## src/rtl/reg_dest_pipeline.sv

```systemverilog
// Destination-register pipeline: carries each instruction's write destination through DEPTH
// stages to writeback and reports read-after-write hazards against in-flight destinations.
module reg_dest_pipeline #(
  parameter int unsigned ADDR_W = 5,
  parameter int unsigned DEPTH  = 3,
  parameter int unsigned SP_IDX = 29,
  parameter int unsigned RA_IDX = 31
) (
  input  logic                         clk_i,
  input  logic                         rst_ni,
  input  logic [1:0]                   sel_i,
  input  logic [ADDR_W-1:0]            instr_rt_i,
  input  logic [ADDR_W-1:0]            instr_rd_i,
  input  logic                         in_valid_i,
  input  logic                         stall_i,
  input  logic                         flush_i,
  input  logic [ADDR_W-1:0]            src_a_i,
  input  logic [ADDR_W-1:0]            src_b_i,
  output logic [ADDR_W-1:0]            wb_addr_o,
  output logic                         wb_we_o,
  output logic                         hazard_a_o,
  output logic                         hazard_b_o,
  output logic [$clog2(DEPTH+1)-1:0]   dist_a_o,
  output logic [$clog2(DEPTH+1)-1:0]   dist_b_o
);

  localparam int unsigned DistW = $clog2(DEPTH + 1);
  localparam int unsigned Last  = DEPTH - 1;
  localparam logic [ADDR_W-1:0] SpAddr = ADDR_W'(SP_IDX);
  localparam logic [ADDR_W-1:0] RaAddr = ADDR_W'(RA_IDX);

  logic [DEPTH-1:0]  valid_q;
  logic [ADDR_W-1:0] addr_q [DEPTH];
  logic [ADDR_W-1:0] dest_sel;
  logic [DistW-1:0]  dist_a, dist_b;

  always_comb begin
    dest_sel = instr_rt_i;
    unique case (sel_i)
      2'b00: dest_sel = instr_rt_i;
      2'b01: dest_sel = SpAddr;
      2'b10: dest_sel = RaAddr;
      2'b11: dest_sel = instr_rd_i;
      default: dest_sel = instr_rt_i;
    endcase
  end

  // Flush only clears valid bits; stale addresses are harmless once invalid.
  always_ff @(posedge clk_i or negedge rst_ni) begin
    if (!rst_ni) begin
      valid_q <= '0;
      for (int k = 0; k < int'(DEPTH); k++) begin
        addr_q[k] <= '0;
      end
    end else if (flush_i) begin
      valid_q <= '0;
    end else if (!stall_i) begin
      valid_q[0] <= in_valid_i;
      addr_q[0]  <= dest_sel;
      for (int k = 1; k < int'(DEPTH); k++) begin
        valid_q[k] <= valid_q[k-1];
        addr_q[k]  <= addr_q[k-1];
      end
    end
  end

  // Walk oldest to youngest so the youngest match overwrites older ones.
  always_comb begin
    dist_a = '0;
    dist_b = '0;
    for (int k = int'(DEPTH) - 1; k >= 0; k--) begin
      if (valid_q[k] && (addr_q[k] != '0)) begin
        if (addr_q[k] == src_a_i) dist_a = DistW'(k + 1);
        if (addr_q[k] == src_b_i) dist_b = DistW'(k + 1);
      end
    end
  end

  assign dist_a_o   = dist_a;
  assign dist_b_o   = dist_b;
  assign hazard_a_o = (dist_a != '0);
  assign hazard_b_o = (dist_b != '0);
  assign wb_addr_o  = addr_q[Last];
  assign wb_we_o    = valid_q[Last] && (addr_q[Last] != '0);

endmodule

```

## config.mk

```make
export PLATFORM = sky130hd
export DESIGN_NAME = reg_dest_pipeline
export DESIGN_NICKNAME = d
export VERILOG_FILES = /design/src/rtl/reg_dest_pipeline.sv
export SDC_FILE = /design/constraint.sdc
export NUM_CORES = 1
export LEC_CHECK = 0
export ABC_AREA = 1
export CAP_MARGIN = 40
export CORE_AREA = 3 3 44 86
export DETAILED_ROUTE_END_ITERATION = 16
export DIE_AREA = 0 0 47 89
export GPL_ROUTABILITY_DRIVEN = 0
export PLACE_DENSITY = 0.8
export SLEW_MARGIN = 20
export SYNTH_ARGS = -nofsm -noshare
export SYNTH_HDL_FRONTEND = slang
export SYNTH_SLANG_ARGS = --single-unit
```

## constraint.sdc

```tcl
create_clock -name clk_i -period 1.1 [get_ports clk_i]
set_input_delay 0.11 -clock clk_i [delete_from_list [all_inputs] [get_ports clk_i]]
set_output_delay 0.11 -clock clk_i [all_outputs]
set_load 0.01 [all_outputs]
```

; Word-level counts from Yosys, hierarchy flattened
; Cells that the tools add are included.
[classes]
muxes = 15
eq_ne = 10
bitwise_logic = 2
reduce_logical = 10
[ops]
columns = op, n
row1 = $eq A5 B5 Y1, 6
row2 = $mux W2, 12
row3 = $pmux W5 S4, 1
row4 = $reduce_bool A5 Y1, 3
row5 = $mux W3, 2
row6 = $eq A2 B2 Y1 const B, 2
row7 = $reduce_bool A2 Y1, 2
row8 = $logic_and A1 B1 Y1, 3
row9 = $eq A2 B1 Y1 const B, 1
row10 = $logic_not A2 Y1, 1
row11 = $ne A2 B1 Y1 const B, 1
row12 = $not A1 Y1, 2
row13 = $reduce_and A2 Y1, 1
[totals]
ff_bits = 18
input_bits = 27
wordCells = 41
output_inout_bits = 12

; Logic depth before layout (Yosys ltp)
[logic_depth]
word_depth = 8
depth_mapped = 8
ltp_nobuf = 8

; Worst setup path before layout
; OpenSTA, ideal clock, no wires.
[synth_timing]
path_type = register to output
from = reg addr_q (netlist bit wb_addr_o[1])
to = out dist_a_o[1]
path_buffers = 1
path_stages_with_launch = 7
required_time_ns = 0.990
path_slack_ns = -0.093
t_arrival_ns = 1.083
path_cell_list = dfrtp_1 > buf_4 > xnor2_1 > nand2_1 > nor2_1 > nand3_1 > a21oi_1
[synth_between]
elab_chain_len = 7
word_cells_on_any_way = 9
cone_classes = eq/ne: 1 / mux: 6 / reduce/logical: 2
[synth_rtl]
columns = element, line_no
row1 = start: declaration, 33  ; logic [ADDR_W-1:0] addr_q [DEPTH];
row2 = start signal: indexed assignment, 62  ; addr_q[k] <= addr_q[k-1];
row3 = $eq A5 B5 Y1 / $reduce_bool A5 Y1 (equally long branches), "73, 72"
row4 = $mux W2 / $logic_and A1 B1 Y1 (equally long branches), "73, 72"
row5 = $mux W2 (*), 72  ; if (valid_q[k] && (addr_q[k] != '0)) begin
row6 = $mux W2, 73  ; if (addr_q[k] == src_a_i) dist_a = DistW'(k + 1);
row7 = $mux W2 (*), 72
row8 = $mux W2, 73
row9 = $mux W2 (*), 72
row10 = end: declaration, 23  ; output logic [$clog2(DEPTH+1)-1:0] dist_a_o,
; Mark *: on every way between the ends. The rest lies on a longest branch, timed or not.

; Worst setup path after layout
[layout_timing]
from = reg addr_q (netlist bit wb_addr_o[0])
to = out dist_a_o[0]
; Same word-level chain as after synthesis.

==> reports/qor.txt <==
Psw: 942 uW
max-slew violation count: 0
core box area: 3190 sq um
post-synth net total: 219
sequential share of power: 31.5%
Leak: 1.12 nW
CTS root buffer: clkbuf_8
Final nets: 300
full die area: 4180 sq um
CTS tree: done
Ant. Diodes: 0
largest net degree at the start of global routing: 19
H-tree depth: 1
CTS Buf Count: 3
required time worst endpoint: 0.99 ns
Pwr Density: 1210 nW/um^2
failing checks: setup timing
family with the most delay on the worst path: simple AND/OR/NAND/NOR gates
WL final: 4050 um
critical path's largest stage delay: 0.45 ns
Main synth FF type: dfrtp_1
largest cells by area after synthesis: dfrtp_1, nand2_1, xnor2_1, xor2_1, inv_1
drt wl/cell: 13.4 um
status: complete, but fails checks
Finish-stage setup viols: 11
P_int: 1.84 mW
Overflow after GRT: 0
commonest non-fill, non-tap cell in the layout: nand2_1
fmax: 596 MHz
Max-Cap Viols: 0
DRC errors left: 0
CP startpoint: wb_addr_o[0]$_DFFE_PN0P_
Final HPWL DP: 2870 um
Clock Tree Buf Depth: 2
clk sinks: 18
Post-Syn Instances: 192
first-pass GRT wire length: 6510 um
# port buffers: 38
crit path cell chain: buf_6 > xor2_1 > nor2_1 > nand3_1 > nor2_1 > nand2_1 > nand2_2 > buf_6
most frequent cells in the layout: nand2_1, buf_4, buf_6, clkdlybuf4s50_1, inv_1
Die H: 89 um
DR iter-0 viols: 43
HP Class: in2async
Setup crit end kind: output port
DR vias: 1,553
crit-path max FO: 5
Yosys top cell area share: 33.5%
Worst slew margin: 80.3%
post-synthesis register bit count: 18
Die Wd: 47 um
placed cell areas: 1920 sq um
Comb pwr share: 48.4%
post-synthesis cell area: 1340 sq um
initial antenna violation count: 0
pre-CTS setup slack: -0.901 ns
clock network power share: 20.1%
Worst setup SP type: flip-flop
initial core utilization: 42.1%
Switching Share: 33.8%
Yosys Warn Count: 0
syn avg cell area: 7.00 sq um
final critical-path share of the clock period: 153%
WP data arrival: 1.57 ns
DRT Pass-1 Iters: 5
hold slack: 0.173 ns
Synth-to-Final Area Change: 71.0%
placed insts: 277
count of final hold-check violations: 0
Post-Layout Cell Count: 303
fin area: 2300 sq um
min Tclk post-route: 1.68 ns
number of global-route vias before repair: 1,540
GRT Util Overall: 21.3%
routed vias/inst: 5.13
I/O pins: 39
async set-reset flop share out of synthesis: 100%
sequential share of the synthesized area: 33.5%
worst setup margin: -0.578 ns
# hold bufs at CTS: 0
Buf/Inv on CP: 2
Clock Latency Late Sink: 0.26 ns
Setup TNS: -3.93 ns
antenna-violating nets left: 0
unique cell type count in the Yosys netlist: 22
crit path kind: reg2out
worst reg2reg path startpoint: addr_q[7]$_DFFE_PN0P_
clock slew at reported path FFs: 0.07 ns
maximum vdd drop: 0.777 mV
Post-synth EDFFs: 0
clk_skew: 0.00329 ns
Worst R2R Setup Slack: 0.15 ns
layout cell share with drive strength beyond 1: 36.8%
post-synth top area cell: dfrtp_1
Worst path slowest cell: dfrtp_2
worst slew pin tran: 0.295 ns
RSZ-0062 raised after global routing: yes
# rows: 29
-- state kept, by name, summed over array words and instances, names as in the netlist --
name	flops
addr_q	10
wb_addr_o	5
valid_q	3
-- per-stage QoR --
step                      utilization [%]  total power [mW]
after floorplan                         -              1.39
after global placement               60.3              1.81
after detailed placement             60.3              1.83
after CTS                            70.5              2.73
after global routing                 72.0              2.95
final                                72.0              2.78
-- power by group through the flow --
stage          logic, mW  registers, mW  clock network (mW)
3_5_place_dp       0.922          0.907                   0
5_1_grt             1.46          0.890               0.596
6_report            1.35          0.877               0.560
4_1_cts             1.29          0.871               0.568
2_1_floorplan      0.525          0.868                   0
3_3_place_gp       0.908          0.899                   0
-- worst register-to-register path, delay by kind of cell (launching register included) --
kind                   cells  cell delay (ns)
flip-flops                 1             0.42
buffers and inverters      2             0.29
AO/OA/AOI/OAI              1             0.08
AND/OR/NAND/NOR            1             0.06
-- path summary, 6_finish.rpt --
path	end	cells after the start
min reg2reg	wb_addr_o[4]$_DFFE_PN0P_	2
max	dist_a_o[0]	8
min in group clk_i	valid_q[0]$_DFFE_PN0P_	4
min	wb_addr_o[1]$_DFFE_PN0P_	2
max reg2reg	wb_addr_o[2]$_DFFE_PN0P_	4
max in group asynchronous	wb_addr_o[0]$_DFFE_PN0P_	2
-- synth_stat cells, types with 2 or more instances --
master	n
nor3_1	3
xnor2_1	14
xor2_1	10
o221ai_1	5
nor2_1	20
nand4_1	3
inv_2	2
nand3_1	13
a21oi_1	3
dfrtp_1	18
buf_4	6
o21ai_0	17
nor2_2	2
inv_1	23
nand2_1	46
-- metal layers --
layer	up-vias	share of wire, %	GRT usage (%)	wire, um
li1	770	-	-	-
met1	700	36	22.3	1460
met2	59	56	40.5	2260
met3	24	3.5	0.605	140
met4	0	4.7	9.82	191
met5	-	0	0	0
-- kinds of logic after synthesis --
group / Yosys count / synth area share [%]
AOI/OAI and AO/OA: 26 / 11.2
xor gates and xnor gates: 24 / 15.6
buffers and inverters: 34 / 11.3
DFF: 18 / 33.5
and+or+nand+nor: 90 / 28.4
-- timing repair --
action / in CTS / in global routing
endpoints found under the setup margin: 12 / 19
pin swaps: 21 / 12
buffers inserted: 21 / 0
cloned: 0 / 1
resized for setup: 92 / 15
-- layout make-up --
cell class,count,area [sq um]
Timing Repair inverter,1,7.51
Fill cell,238,895
Multi-Input combinational cell,140,866
Timing Repair Buffer,83,774
Sequential cell,18,453
Clock buffer,4,55.1
Tap cell,31,38.8
Inverter,26,104
Power figures use the tool's default switching activity.
